## src/rtl/matrix_random_loader_pkg.sv

```systemverilog
// Shared definitions for the matrix random loader slice.
//   state_e      : loader FSM states
//   RAND_DISCARD : generator pipeline warm-up samples dropped per fill
//   DATA_W       : generator / matrix data width
package matrix_rand_pkg;

  localparam int DATA_W       = 8;
  localparam int RAND_DISCARD = 2;

  typedef enum logic [2:0] {
    IDLE,
    FILL,
    DRAIN,
    DONE,
    ERR
  } state_e;

endpackage

```

## src/rtl/matrix_random_loader_if.sv

```systemverilog
// Generator and matrix-write bus of the random loader.
//   master : loader side  (drives gen_en/min_val/max_val and the write port)
//   slave  : generator + matrix memory side
interface matrix_random_loader_if
  import matrix_rand_pkg::*;
#(
  parameter int ADDR_W = 4
);

  logic              gen_en;
  logic [DATA_W-1:0] min_val;
  logic [DATA_W-1:0] max_val;
  logic [DATA_W-1:0] rnd_in;
  logic              rnd_valid;
  logic              rnd_range_err;
  logic              wr_en;
  logic [ADDR_W-1:0] wr_addr;
  logic [DATA_W-1:0] wr_data;

  modport master (
    output gen_en, min_val, max_val, wr_en, wr_addr, wr_data,
    input  rnd_in, rnd_valid, rnd_range_err
  );

  modport slave (
    input  gen_en, min_val, max_val, wr_en, wr_addr, wr_data,
    output rnd_in, rnd_valid, rnd_range_err
  );

endinterface

```

## src/rtl/matrix_random_loader_checker.sv

```systemverilog
// rand_sample_checker: range comparator for accepted samples plus a
// saturating violation counter.
//   clk, rst_n   : clock, async active-low reset
//   clear        : zero the counter (new fill accepted)
//   sample_valid : sample is an accepted (non-discarded) one
//   sample       : sample value
//   min_val/max_val : inclusive bounds
//   out_of_range : combinational compare result
//   viol_cnt     : number of out-of-range accepted samples, saturates at 255
module rand_sample_checker
  import matrix_rand_pkg::*;
(
  input  logic              clk,
  input  logic              rst_n,
  input  logic              clear,
  input  logic              sample_valid,
  input  logic [DATA_W-1:0] sample,
  input  logic [DATA_W-1:0] min_val,
  input  logic [DATA_W-1:0] max_val,
  output logic              out_of_range,
  output logic [7:0]        viol_cnt
);

  assign out_of_range = (sample < min_val) || (sample > max_val);

  always_ff @(posedge clk or negedge rst_n) begin
    if (!rst_n) begin
      viol_cnt <= 8'd0;
    end else if (clear) begin
      viol_cnt <= 8'd0;
    end else if (sample_valid && out_of_range && (viol_cnt != 8'hFF)) begin
      viol_cnt <= viol_cnt + 8'd1;
    end
  end

endmodule

```

## src/rtl/matrix_random_loader.sv

```systemverilog
// matrix_random_loader: drives the LFSR generator for one matrix fill,
// drops the generator's warm-up samples and writes the rest row-major
// into the matrix memory write port.
//   clk, rst_n         : clock, async active-low reset
//   start              : fill request (ignored while busy or in DONE)
//   rows_cfg/cols_cfg  : matrix shape, latched on start
//   min_cfg/max_cfg    : sample bounds, latched on start
//   bus (master)       : gen_en/min_val/max_val out, rnd_in/rnd_valid/
//                        rnd_range_err in, wr_en/wr_addr/wr_data out
//   busy, done, error  : status (done pulses, error is sticky until start)
//   viol_cnt           : out-of-range counter, only with MATRIX_RANGE_CHECK_EN
// Optional feature: define MATRIX_RANGE_CHECK_EN to check each accepted
// sample against [min_val, max_val] and abort the fill on a violation.
module matrix_random_loader
  import matrix_rand_pkg::*;
#(
  parameter int ROWS   = 4,
  parameter int COLS   = 4,
  parameter int ADDR_W = $clog2(ROWS*COLS)
)(
  input  logic                       clk,
  input  logic                       rst_n,
  input  logic                       start,
  input  logic [$clog2(ROWS+1)-1:0]  rows_cfg,
  input  logic [$clog2(COLS+1)-1:0]  cols_cfg,
  input  logic [DATA_W-1:0]          min_cfg,
  input  logic [DATA_W-1:0]          max_cfg,
  matrix_random_loader_if.master     bus,
  output logic                       busy,
  output logic                       done,
  output logic                       error
`ifdef MATRIX_RANGE_CHECK_EN
  ,
  output logic [7:0]                 viol_cnt
`endif
);

  localparam int RW = $clog2(ROWS+1);
  localparam int CW = $clog2(COLS+1);
  localparam int NW = $clog2(ROWS*COLS+1);
  localparam int IW = $clog2(ROWS*COLS+RAND_DISCARD+1);
  localparam int SW = $clog2(RAND_DISCARD+1);

  state_e            state;
  logic [CW-1:0]     cols_q;
  logic [NW-1:0]     n_q;
  logic [IW-1:0]     issue_cnt;
  logic [SW-1:0]     disc_cnt;
  logic [NW-1:0]     wr_idx;
  logic [RW-1:0]     row_q;
  logic [CW-1:0]     col_q;
  logic              gen_en_q;
  logic [DATA_W-1:0] min_q, max_q;
  logic              wr_en_q;
  logic [ADDR_W-1:0] wr_addr_q;
  logic [DATA_W-1:0] wr_data_q;
  logic              busy_q, done_q, error_q;

  logic [NW-1:0]     n_cfg;
  logic [ADDR_W-1:0] addr_calc;
  logic              active, accept_start, sample_err, keep, do_write, viol;

  assign n_cfg        = NW'(rows_cfg) * NW'(cols_cfg);
  assign addr_calc    = ADDR_W'(row_q) * ADDR_W'(cols_q) + ADDR_W'(col_q);
  assign active       = (state == FILL) || (state == DRAIN);
  assign accept_start = (state == IDLE) && start;
  assign sample_err   = active && bus.rnd_valid && bus.rnd_range_err;
  // Post-warm-up sample that still belongs to this matrix.
  assign keep         = active && bus.rnd_valid && !bus.rnd_range_err &&
                        (disc_cnt == SW'(RAND_DISCARD)) && (wr_idx < n_q);

`ifdef MATRIX_RANGE_CHECK_EN
  logic out_of_range;

  rand_sample_checker u_checker (
    .clk          (clk),
    .rst_n        (rst_n),
    .clear        (accept_start),
    .sample_valid (keep),
    .sample       (bus.rnd_in),
    .min_val      (min_q),
    .max_val      (max_q),
    .out_of_range (out_of_range),
    .viol_cnt     (viol_cnt)
  );

  assign do_write = keep && !out_of_range;
  assign viol     = keep && out_of_range;
`else
  assign do_write = keep;
  assign viol     = 1'b0;
`endif

  // A generator range error must stop requests in the very cycle it is
  // reported, so the registered enable is gated combinationally here.
  assign bus.gen_en  = gen_en_q && !sample_err;
  assign bus.min_val = min_q;
  assign bus.max_val = max_q;
  assign bus.wr_en   = wr_en_q;
  assign bus.wr_addr = wr_addr_q;
  assign bus.wr_data = wr_data_q;
  assign busy        = busy_q;
  assign done        = done_q;
  assign error       = error_q;

  // NOTE: all state here is flops updated with non-blocking assignments so
  // every read in this block sees the pre-edge value, regardless of order.
  always_ff @(posedge clk or negedge rst_n) begin
    if (!rst_n) begin
      state     <= IDLE;
      cols_q    <= '0;
      n_q       <= '0;
      issue_cnt <= '0;
      disc_cnt  <= '0;
      wr_idx    <= '0;
      row_q     <= '0;
      col_q     <= '0;
      gen_en_q  <= 1'b0;
      min_q     <= '0;
      max_q     <= '0;
      wr_en_q   <= 1'b0;
      wr_addr_q <= '0;
      wr_data_q <= '0;
      busy_q    <= 1'b0;
      done_q    <= 1'b0;
      error_q   <= 1'b0;
    end else begin
      wr_en_q <= 1'b0;
      done_q  <= 1'b0;

      // Warm-up samples are counted off before any write is allowed.
      if (active && bus.rnd_valid && !bus.rnd_range_err &&
          (disc_cnt != SW'(RAND_DISCARD))) begin
        disc_cnt <= disc_cnt + SW'(1);
      end

      if (do_write) begin
        wr_en_q   <= 1'b1;
        wr_addr_q <= addr_calc;
        wr_data_q <= bus.rnd_in;
        wr_idx    <= wr_idx + NW'(1);
        if (col_q == cols_q - CW'(1)) begin
          col_q <= '0;
          row_q <= row_q + RW'(1);
        end else begin
          col_q <= col_q + CW'(1);
        end
      end

      case (state)
        IDLE: begin
          if (start) begin
            cols_q    <= cols_cfg;
            n_q       <= n_cfg;
            min_q     <= min_cfg;
            max_q     <= max_cfg;
            error_q   <= 1'b0;
            issue_cnt <= '0;
            disc_cnt  <= '0;
            wr_idx    <= '0;
            row_q     <= '0;
            col_q     <= '0;
            if (n_cfg == '0) begin
              state  <= DONE;
              done_q <= 1'b1;
            end else if (max_cfg < min_cfg) begin
              state   <= ERR;
              busy_q  <= 1'b1;
              error_q <= 1'b1;
            end else begin
              state    <= FILL;
              busy_q   <= 1'b1;
              gen_en_q <= 1'b1;
            end
          end
        end

        FILL: begin
          issue_cnt <= issue_cnt + IW'(1);
          if (sample_err || viol) begin
            state    <= ERR;
            gen_en_q <= 1'b0;
            error_q  <= 1'b1;
          end else if (issue_cnt == IW'(n_q) + IW'(RAND_DISCARD - 1)) begin
            state    <= DRAIN;
            gen_en_q <= 1'b0;
          end
        end

        DRAIN: begin
          if (sample_err || viol) begin
            state   <= ERR;
            error_q <= 1'b1;
          end else if (wr_en_q && (wr_idx == n_q)) begin
            state  <= DONE;
            busy_q <= 1'b0;
            done_q <= 1'b1;
          end
        end

        DONE: begin
          state <= IDLE;
        end

        ERR: begin
          state  <= IDLE;
          busy_q <= 1'b0;
        end

        default: begin
          state    <= IDLE;
          busy_q   <= 1'b0;
          gen_en_q <= 1'b0;
        end
      endcase
    end
  end

endmodule

```

## src/flat_wrapper.sv

```systemverilog
// flat-port wrapper written by rule: the top's interface ports become plain ports
module matrix_random_loader_flat import matrix_rand_pkg::*;
#(
  parameter int ROWS   = 4,
  parameter int COLS   = 4,
  parameter int ADDR_W = $clog2(ROWS*COLS)
)
  (clk, rst_n, start, rows_cfg, cols_cfg, min_cfg, max_cfg, busy, done, error, bus_gen_en, bus_min_val, bus_max_val, bus_wr_en, bus_wr_addr, bus_wr_data, bus_rnd_in, bus_rnd_valid, bus_rnd_range_err);
  matrix_random_loader_if #(.ADDR_W(ADDR_W)) bus_i ();
  input  logic clk;
  input  logic rst_n;
  input  logic start;
  input  logic [$clog2(ROWS+1)-1:0] rows_cfg;
  input  logic [$clog2(COLS+1)-1:0] cols_cfg;
  input  logic [DATA_W-1:0] min_cfg;
  input  logic [DATA_W-1:0] max_cfg;
  output logic busy;
  output logic done;
  output logic error;
  output wire logic [$bits(bus_i.gen_en)-1:0] bus_gen_en;
  output wire logic [$bits(bus_i.min_val)-1:0] bus_min_val;
  output wire logic [$bits(bus_i.max_val)-1:0] bus_max_val;
  output wire logic [$bits(bus_i.wr_en)-1:0] bus_wr_en;
  output wire logic [$bits(bus_i.wr_addr)-1:0] bus_wr_addr;
  output wire logic [$bits(bus_i.wr_data)-1:0] bus_wr_data;
  input wire logic [$bits(bus_i.rnd_in)-1:0] bus_rnd_in;
  input wire logic [$bits(bus_i.rnd_valid)-1:0] bus_rnd_valid;
  input wire logic [$bits(bus_i.rnd_range_err)-1:0] bus_rnd_range_err;
  assign bus_gen_en = bus_i.gen_en;
  assign bus_min_val = bus_i.min_val;
  assign bus_max_val = bus_i.max_val;
  assign bus_wr_en = bus_i.wr_en;
  assign bus_wr_addr = bus_i.wr_addr;
  assign bus_wr_data = bus_i.wr_data;
  assign bus_i.rnd_in = bus_rnd_in;
  assign bus_i.rnd_valid = bus_rnd_valid;
  assign bus_i.rnd_range_err = bus_rnd_range_err;
  matrix_random_loader #(.ROWS(ROWS), .COLS(COLS), .ADDR_W(ADDR_W)) u_core (.clk(clk), .rst_n(rst_n), .start(start), .rows_cfg(rows_cfg), .cols_cfg(cols_cfg), .min_cfg(min_cfg), .max_cfg(max_cfg), .bus(bus_i), .busy(busy), .done(done), .error(error));
endmodule
```

## config.mk

```make
export PLATFORM = sky130hd
export DESIGN_NAME = matrix_random_loader_flat
export DESIGN_NICKNAME = d
export VERILOG_FILES = /design/src/rtl/matrix_random_loader_pkg.sv /design/src/rtl/matrix_random_loader_if.sv /design/src/rtl/matrix_random_loader_checker.sv /design/src/rtl/matrix_random_loader.sv /design/src/flat_wrapper.sv
export SDC_FILE = /design/constraint.sdc
export NUM_CORES = 1
export LEC_CHECK = 0
export ABC_CLOCK_PERIOD_IN_PS = 6200
export BUFFER_PORTS_ARGS = -buffer_cell sky130_fd_sc_hd__buf_2
export CORE_MARGIN = 5
export CORE_UTILIZATION = 40
export CTS_CLUSTER_DIAMETER = 40
export DETAILED_ROUTE_END_ITERATION = 12
export PLACE_DENSITY = 0.68
export SYNTH_ARGS = -nofsm -noshare
export SYNTH_HDL_FRONTEND = slang
export SYNTH_SLANG_ARGS = --single-unit
```

## constraint.sdc

```tcl
create_clock -name clk -period 6.2 [get_ports clk]
set_input_delay 0.31 -clock clk [delete_from_list [all_inputs] [get_ports clk]]
set_output_delay 0.31 -clock clk [all_outputs]
set_load 0.005 [all_outputs]
```

==> impl_metrics.csv, run 1 <==
group,metric,value,unit
yosys,synth_cells,356,
timing,finalHoldViolCount,0,
timing,finalCritPeriodShare,0.437,
global_route,met3_usage,0.0392,
job,maxCapViolCount,0,
yosys,yosysWarnings,0,
layout,diodes,0,
cts,cts_num_sinks,62,
yosys,synth.cell_area,3500,sq um
yosys,synth_nets,422,
yosys,seq_area_frac_synth,0.443,
cts,post-cts-setup-buffers,0,
die,fp.dieW,104,um
yosys,syn_area_per_cell,9.83,sq um
power,power_switching,0.556,mW
timing,slew_headroom,0.208,
power,pwr-share-comb,0.354,
timing,period_minus_slack,2710,ps
power,vdd_ir_drop_max,163,uV
global_route,grtUsageMet1,0.187,
global_route,grt.overflow.total,0,
global_route,groute.layer.met2.usage,0.242,
status,status,"completed",
power,leakagePower,2.11,nW
cts,cts_buffer_depth,2,
critical_path,end_kind,"register",
critical_path,worstReg2RegStart,"u_core.row_q[0]$_DFF_PN0_",
power,p_seq_frac,0.423,
yosys,yosysUniqueCellTypes,43,
cts,hold_buffers,0,
place,numPortBuffers,67,
global_route,grt_first_pass_wirelength,13.1,mm
die,start_util,0.405,
die,ios,68,
timing,max_clock_freq,369,MHz
place,placedCellCount,521,
layout,drive_gt1_frac,0.235,
place,hpwl,5.60,mm
power,power.total,1.52,mW
critical_path,critPathLaunch,"u_core.row_q[0]$_DFF_PN0_",
routing,drt-wirelength-per-cell,14.2,um
global_route,top_usage_layer,"met2",
timing,rsz0062_at_grt,"false",
timing,worst_slack,3490,ps
global_route,grt_max_degree,63,
layout,area_growth,17.2,%
power,intPower,0.964,mW
critical_path,required,6380,ps
timing,slew_viol_final,0,
power,netSwitchingFraction,0.366,
timing,setup_tns,0,ps
routing,drtIter0Drc,136,
worst_hold_path,hp-class,"in -> async",
power,power_density,371,nW/um^2
critical_path,worst-setup-path-type,"reg -> reg",
cts,htreeDepth,3,
global_route,antenna_found_initial,0,
power,clock_power_share,0.223,
critical_path,worst-r2r-cell-count,9,
cts,path_clk_slew,70,ps
cts,cts_tree,"built",
routing,antenna_left,0,
cts,worstSkewPairLatency,330,ps
timing,clock_skew,11.3,ps
layout,final_cells,537,
timing,hold_slack,131,ps
place,routabilityCongestion,0.816,
die,rows,34,
cts,cts.repair.resized,0,
layout,nets,490,
routing,dr.pass1.iters,4,
critical_path,crit_arrival,2890,ps
cts,root_buffer,"clkbuf_8",
die,coreArea,8640,sq um
cts,cts_buffers,9,
yosys,yosys_register_bits,62,
global_route,gr-usage-all-layers,0.148,
place,place_ws,3320,ps
routing,routed_wl,7.61,mm
routing,vias_per_cell,5.05,
die,die_h,104,um
routing,drc,0,
global_route,grt_pass1_vias,2727,
critical_path,critPathLaunchType,"register",
critical_path,path_max_fanout,5,
routing,dr_total_vias,2713,
timing,setup_violations,0,
die,die_area,10700,sq um
timing,worst_pin_slew,1180,ps
sequential cells by signal, indices dropped and copies added, names as in the netlist:
register / flops
u_core.cols_q: 3
u_core.bus.max_val: 8
u_core.done: 1
u_core.n_q: 5
u_core.bus.min_val: 8
u_core.bus.wr_data: 8
u_core.bus.wr_en: 1
u_core.bus.wr_addr: 4
u_core.wr_idx: 5
u_core.gen_en_q: 1
u_core.col_q: 3
u_core.error: 1
u_core.busy: 1
u_core.issue_cnt: 5
u_core.state: 3
u_core.row_q: 3
u_core.disc_cnt: 2
final cells by class:
class	count	area, sq um
repair buffers	69	350
fillers	850	4530
flip-flops and latches	62	1550
inverters	26	97.6
clock buffers	11	131
multi-input cells	256	1790
clock inverters	5	50.0
well taps	108	135
power groups by stage:
stage / registers [mW] / clock network, mW / logic [mW]
after floorplan: 0.622 / 0 / 0.373
after global placement: 0.643 / 0 / 0.528
after detailed placement: 0.646 / 0 / 0.550
after CTS: 0.644 / 0.349 / 0.548
after global routing: 0.663 / 0.374 / 0.612
final: 0.644 / 0.338 / 0.538
worst max-delay path, stage by stage (launching register included):
cell and delay, ps:
dfrtp_1 450, nand2_1 110, fa_1 540, inv_1 50, fa_1 520, inv_1 60
fa_1 430, xor2_1 180, xnor2_1 130, o21ai_0 80
cells in the final DEF, fill, tap and decap left out, types with 4 or more instances in the layout:
cell | Yosys | final
dfrtp_1 | 62 | 62
nand4_1 | 4 | 4
or3_1 | 4 | 4
nand3_1 | 12 | 12
ha_1 | 26 | 26
a21oi_1 | 12 | 12
fa_1 | 5 | 5
inv_1 | 26 | 26
nand2_1 | 69 | 69
xor2_1 | 5 | 5
mux2i_1 | 4 | 4
clkbuf_8 | 0 | 9
xnor2_1 | 13 | 13
o21ai_0 | 29 | 29
and2_1 | 9 | 9
clkinv_2 | 0 | 4
mux2_2 | 11 | 11
nor2_1 | 17 | 17
buf_2 | 2 | 67
path summary, 6_finish.rpt:
check / end / slack (ps)
setup / recovery: u_core.bus.wr_addr[3]$_DFFE_PN0N_ / 3490
hold / removal: u_core.bus.wr_data[5]$_DFFE_PN0N_ / 130
setup reg to reg: u_core.bus.wr_addr[3]$_DFFE_PN0N_ / 3490
hold reg to reg: u_core.bus.max_val[7]$_DFFE_PN0P_ / 470
max in group asynchronous: u_core.n_q[0]$_DFFE_PN0P_ / 5520
min in group clk: u_core.bus.max_val[3]$_DFFE_PN0P_ / 190
cell usage after synthesis:
cell type | n | share of area
a2111o_1 | 1 | 0.0032
xnor2_1 | 13 | 0.033
nor2b_1 | 2 | 0.0036
o32a_1 | 1 | 0.0029
a31o_2 | 3 | 0.0075
mux2_2 | 11 | 0.035
o32ai_1 | 1 | 0.0025
o2111ai_2 | 1 | 0.0043
o31ai_1 | 2 | 0.0043
inv_1 | 26 | 0.028
and2_1 | 9 | 0.016
nand4_1 | 4 | 0.0071
nand2_1 | 69 | 0.074
nor2_1 | 17 | 0.018
nor3_1 | 3 | 0.0043
a311o_1 | 1 | 0.0029
buf_2 | 2 | 0.0029
nand3_1 | 12 | 0.017
xnor3_1 | 1 | 0.0064
ha_1 | 26 | 0.093
a21oi_1 | 12 | 0.017
and3_1 | 1 | 0.0018
fa_1 | 5 | 0.029
a2111oi_4 | 1 | 0.0079
a32o_1 | 1 | 0.0029
clkbuf_1 | 7 | 0.0075
nor4_1 | 1 | 0.0018
xor2_2 | 1 | 0.0046
nand2b_1 | 3 | 0.0054
a31oi_1 | 3 | 0.0054
xor3_1 | 1 | 0.0068
a211o_1 | 3 | 0.0075
buf_4 | 1 | 0.0021
xor2_1 | 5 | 0.013
mux2i_1 | 4 | 0.011
a21o_1 | 2 | 0.0043
buf_6 | 2 | 0.0064
o311ai_0 | 1 | 0.0025
o21ai_0 | 29 | 0.041
or3_1 | 4 | 0.0071
dfrtp_1 | 62 | 0.44
a211oi_1 | 1 | 0.0021
nor3b_2 | 1 | 0.0036
kinds of logic after synthesis:
logic type / share of synthesized area
simple gates: 0.160
mux: 0.0468
compound gates: 0.119
flops: 0.443
buf+inv: 0.0468
fa+ha+maj: 0.122
xor+xnor: 0.0629
metal layers:
metal / wire length [um] / vias to the layer above
met3: 369 / 8
li1: - / 1348
met5: 0 / -
met1: 3460 / 1293
met2: 3670 / 64
met4: 107 / 0
stage by stage:
step / cell area [sq um] / utilization
2_1_floorplan: 3500 / -
3_3_place_gp: 3920 / 0.454
3_5_place_dp: 3920 / 0.454
4_1_cts: 4100 / 0.475
5_1_grt: 4100 / 0.475
6_report: 4100 / 0.475
(Power assumes the default switching activity.)
==> run 2, diff against run 1 <==
- ABC_CLOCK_PERIOD_IN_PS: 6200 -> 2750
- clock period: 6.2 -> 2.75 ns (I/O delays scaled with it)
==> run 2 against run 1 <==
Against the previous run: the run now ends with negative hold slack left; power grew 140%; sequential power grew 120%; flip-flop and latch count is the same; core utilization grew 1.3 points; routed wire length shrank 0.32%; cell count grew 0.74%; combinational power grew 130%; final area grew 2.7%; setup slack lost 3300 ps; maximum frequency grew 5.3%; count of clock-buffer cells in the layout is the same; clock skew shrank 4.7 ps.
==> impl_metrics.csv, run 2 (synthesis gave the netlist of run 1 again) <==
group,metric,value,unit
status,status,"complete, but fails checks",
status,violations,"negative hold slack",
critical_path,crit_arrival,2790,ps
timing,worst_slack,178,ps
timing,worst_pin_slew,775,ps
critical_path,worstReg2RegStart,"u_core.cols_q[2]$_DFFE_PN0P_",
power,leakagePower,2.17,nW
cts,htreeDepth,3,
global_route,gr-usage-all-layers,0.146,
critical_path,slowest_delay,530,ps
global_route,grt_pass1_vias,2858,
critical_path,cp_top_family,"adder cells",
cts,cts_buffer_depth,2,
die,fp.dieW,104,um
layout,final_area,4210,sq um
cts,worstSkewPairLatency,330,ps
layout,fillers,817,
layout,final_util,0.488,
timing,setup_violations,0,
timing,slew_headroom,0.483,
routing,drtIter0Drc,122,
place,placedCellCount,523,
routing,vias_per_cell,5.06,
layout,multiInputGateArea,1790,sq um
layout,nets,495,
layout,diodes,0,
die,coreArea,8640,sq um
global_route,grt_max_degree,63,
die,ios,68,
die,die_area,10700,sq um
place,routabilityCongestion,0.824,
cts,path_clk_slew,70,ps
cts,root_buffer,"clkbuf_8",
layout,seqCellArea,1550,sq um
routing,antenna_left,0,
power,power_density,867,nW/um^2
critical_path,path_max_fanout,4,
timing,clock_skew,6.58,ps
die,start_util,0.405,
timing,hold_slack,-25.2,ps
critical_path,cp_common_cell,"fa_1",
timing,period_minus_slack,2570,ps
critical_path,critPathLaunchType,"register",
routing,routed_wl,7.59,mm
critical_path,cpMaxStageDelayCell,"fa_1",
global_route,grt_first_pass_wirelength,13.1,mm
layout,drive_gt1_frac,0.245,
place,numPortBuffers,67,
timing,setup_tns,0,ps
timing,rsz0062_at_grt,"false",
die,die_h,104,um
global_route,antenna_found_initial,0,
place,place_area,3950,sq um
layout,final_common_cell,"nand2_1",
timing,finalCritPeriodShare,0.935,
critical_path,critPathLaunch,"u_core.cols_q[2]$_DFFE_PN0P_",
cts,cts_tree,"built",
routing,drt-wirelength-per-cell,14.0,um
routing,drc,0,
timing,slew_viol_final,0,
die,rows,34,
timing,finalHoldViolCount,62,
power,power.total,3.65,mW
critical_path,required,2970,ps
critical_path,end_kind,"register",
layout,final_cells,541,
critical_path,worstPathCellList,"nand2_2 -> fa_1 -> inv_1 -> fa_1 -> inv_1 -> fa_1 -> xor2_1 -> xnor2_1 -> o21ai_0",
layout,final_cell_mix,"68 x nand2_1, 67 x buf_2, 62 x dfrtp_1, 29 x o21ai_0",
timing,max_clock_freq,389,MHz
routing,dr.pass1.iters,4,
global_route,grt.overflow.total,0,
cts,cts_num_sinks,62,
job,maxCapViolCount,0,
critical_path,worst-setup-path-type,"reg -> reg",
cts,cts_buffers,9,
layout,area_growth,20.3,%
place,place_ws,73.8,ps
worst_hold_path,hp-class,"in -> async",
power,vdd_ir_drop_max,394,uV
place,hpwl,5.57,mm
critical_path,worst-path-buf-inv,2,
routing,dr_total_vias,2736,
[run 2: layout make-up]
type,instances,share of cell area
Sequential cell,62,0.368
Clock buffer,11,0.0336
Timing Repair Buffer,74,0.0957
Inverter,26,0.0232
Tap cell,108,0.0321
Multi-Input combinational cell,256,0.425
Clock inverter,4,0.0226
[run 2: final timing paths]
| path | endpoint | cells past startpoint | slack [ps] |
|---|---|---|---|
| min reg2reg | u_core.bus.max_val[7]$_DFFE_PN0P_ | 2 | 470 |
| min | u_core.bus.wr_data[5]$_DFFE_PN0N_ | 2 | -30 |
| max in group asynchronous | u_core.n_q[3]$_DFFE_PN0P_ | 2 | 2270 |
| max reg2reg | u_core.bus.wr_addr[3]$_DFFE_PN0N_ | 9 | 180 |
| min in group clk | u_core.bus.max_val[7]$_DFFE_PN0P_ | 3 | 10 |
| max | u_core.bus.wr_addr[3]$_DFFE_PN0N_ | 9 | 180 |
[run 2: repair_timing]
action                     4_1_cts  5_1_grt
hold buffers                     0        1
resized for setup                0        1
buffers inserted                 0        2
hold endpoints to repair         0        1
setup endpoints to repair        0        1
[run 2: report_power, final]
group | internal, mW | switching, mW
logic | 0.579 | 0.672
registers | 1.20 | 0.244
clock network | 0.621 | 0.339
[run 2: layer usage]
metal | share of wire | global-route usage
met5 | 0 | 0
met4 | 0.015 | 0.0525
met3 | 0.047 | 0.0348
met2 | 0.49 | 0.238
met1 | 0.45 | 0.188
[run 2: worst register-to-register path: cells and delay by family, from the launching register on]
family | cells | cell delay (ps)
simple gates | 1 | 90
xor+xnor | 2 | 290
buf+inv | 2 | 110
fa+ha+maj | 3 | 1480
compound gates | 1 | 80
flops | 1 | 410
==> run 3, diff against run 2 <==
- CELL_PAD_IN_SITES_DETAIL_PLACEMENT: default -> 1
- CELL_PAD_IN_SITES_GLOBAL_PLACEMENT: default -> 1
- MAX_ROUTING_LAYER: default -> met4
- PLACE_DENSITY: 0.68 -> 0.83
==> run 3 against run 2 <==
Against the previous run: global-route usage up 3.7 points; power down 2.2%; combinational power up 4%; non-clock buffer count up 4; count of clock-buffer cells in the layout down 1; largest cell class unchanged; critical path depth unchanged; the flow now finishes without violations; sequential power about the same; critical path type unchanged; worst hold slack better by 40 ps; clock power down 15%; setup slack worse by 67 ps; register-to-register slack worse by 70 ps; core utilization about the same.
==> impl_metrics.csv, run 3 (synthesis gave the netlist of run 1 again) <==
group,metric,value,unit
global_route,gr-usage-all-layers,0.183,
timing,setup_violations,0,
place,routabilityCongestion,0.810,
routing,drtIter0Drc,64,
routing,vias_per_cell,5.22,
layout,diodes,0,
timing,clock_skew,13.1,ps
place,hpwl,6.81,mm
die,ios,68,
timing,slew_headroom,0.602,
cts,worstSkewPairLatency,340,ps
status,status,"completed",
global_route,grt_max_degree,37,
routing,dr_total_vias,2850,
place,place_ws,44.3,ps
cts,cts_tree,"built",
layout,final_cell_mix,"68 x nand2_1, 67 x buf_2, 61 x dfrtp_1, 28 x o21ai_0",
die,die_area,10700,sq um
layout,seqCellArea,1550,sq um
worst_hold_path,hp-class,"in -> reg",
timing,hold_slack,15.3,ps
layout,multiInputGateArea,1790,sq um
critical_path,required,2980,ps
routing,drt-wirelength-per-cell,16.8,um
power,leakagePower,2.17,nW
global_route,antenna_found_initial,0,
die,die_h,104,um
routing,m1WireLength,3.94,mm
power,power_density,849,nW/um^2
critical_path,crit_arrival,2860,ps
power,vdd_ir_drop_max,411,uV
critical_path,path_max_fanout,4,
die,start_util,0.405,
timing,setup_tns,0,ps
cts,path_clk_slew,80,ps
routing,dr.pass1.iters,4,
layout,area_growth,20.3,%
routing,dr_wl_met3,391,um
timing,worst_slack,111,ps
cts,cts_num_sinks,62,
routing,top_layer_used,"met4",
place,numPortBuffers,67,
routing,antenna_left,0,
routing,drc,0,
layout,drive_gt1_frac,0.253,
routing,routed_wl,9.18,mm
timing,max_clock_freq,379,MHz
job,maxCapViolCount,0,
timing,finalCritPeriodShare,0.960,
cts,htreeDepth,3,
critical_path,critPathLaunchType,"register",
cts,root_buffer,"clkbuf_8",
layout,final_common_cell,"nand2_1",
die,coreArea,8640,sq um
layout,nets,499,
die,rows,34,
critical_path,worst-setup-path-type,"reg -> reg",
critical_path,end_kind,"register",
global_route,grt_first_pass_wirelength,15.8,mm
global_route,grt_pass1_vias,3272,
timing,finalHoldViolCount,0,
cts,cts_buffer_depth,2,
timing,worst_pin_slew,595,ps
timing,period_minus_slack,2640,ps
routing,wl_met2,4.70,mm
layout,final_util,0.488,
global_route,grt.overflow.total,0,
layout,fillers,998,
cts,cts_buffers,9,
power,power.total,3.57,mW
die,fp.dieW,104,um
timing,slew_viol_final,0,
## run 3: changes by cell type in the layout (fill, tap and decap cells not counted), sizes merged
| cell | previous run | this run |
|---|---|---|
| buf | 73 | 75 |
| dlygate4sd3 | 1 | 3 |
| bufinv | 3 | 1 |
| clkbuf | 11 | 10 |
| clkinvlp | 0 | 1 |
| clkinv | 1 | 4 |
## run 3: layout make-up
type	count	area share
Tap cell	108	0.0321
Sequential cell	62	0.369
Clock inverter	6	0.0146
Multi-Input combinational cell	256	0.425
Clock buffer	10	0.0327
Inverter	26	0.0232
Timing Repair Buffer	78	0.104
## run 3: what timing repair did
item / in CTS / in global routing
buffers inserted: 0 / 2
hold buffers: 3 / 0
setup endpoints to repair: 0 / 1
gates resized for setup: 0 / 3
hold endpoints to repair: 64 / 0
## run 3: report_power, final
part	leakage, nW	switching, mW	internal (mW)
Sequential	0.810	0.260	1.20
Clock	0.102	0.379	0.440
Combinational	1.25	0.710	0.586
Total	2.17	1.35	2.22
## run 3: worst paths after layout
kind,start,to,slack (ps),depth (start not counted)
worst min-delay path,max_cfg[1],u_core.bus.max_val[1]$_DFFE_PN0P_,20,3
worst min register to register,u_core.bus.min_val[1]$_DFFE_PN0P_,u_core.bus.min_val[1]$_DFFE_PN0P_,480,2
worst max-delay path,u_core.cols_q[2]$_DFFE_PN0P_,u_core.bus.wr_addr[3]$_DFFE_PN0N_,110,9
min in group asynchronous,rst_n,u_core.bus.wr_data[5]$_DFFE_PN0N_,350,3
worst max register to register,u_core.cols_q[2]$_DFFE_PN0P_,u_core.bus.wr_addr[3]$_DFFE_PN0N_,110,9
max in group asynchronous,rst_n,u_core.issue_cnt[1]$_DFFE_PN0P_,2040,3
## run 3: stage by stage
stage	instance area, sq um	cells
finish	4210	546
global route	4210	546
CTS	4190	544
floorplan	3500	356
global placement	3960	525
detailed placement	3960	525
## run 3: critical path, stage by stage, from the launching register on
cell and delay, ps:
dfrtp_1 420, nand2_2 80, fa_1 540, inv_1 60, fa_1 540, inv_1 60
fa_1 420, xor2_1 160, xnor2_1 160, o21ai_1 80
## run 3: metal layers
metal  vias up  global-route usage
met5         -                   -
met4         0              0.0515
met3        17              0.0404
met2        71               0.314
met1      1400               0.215
li1       1362                   -
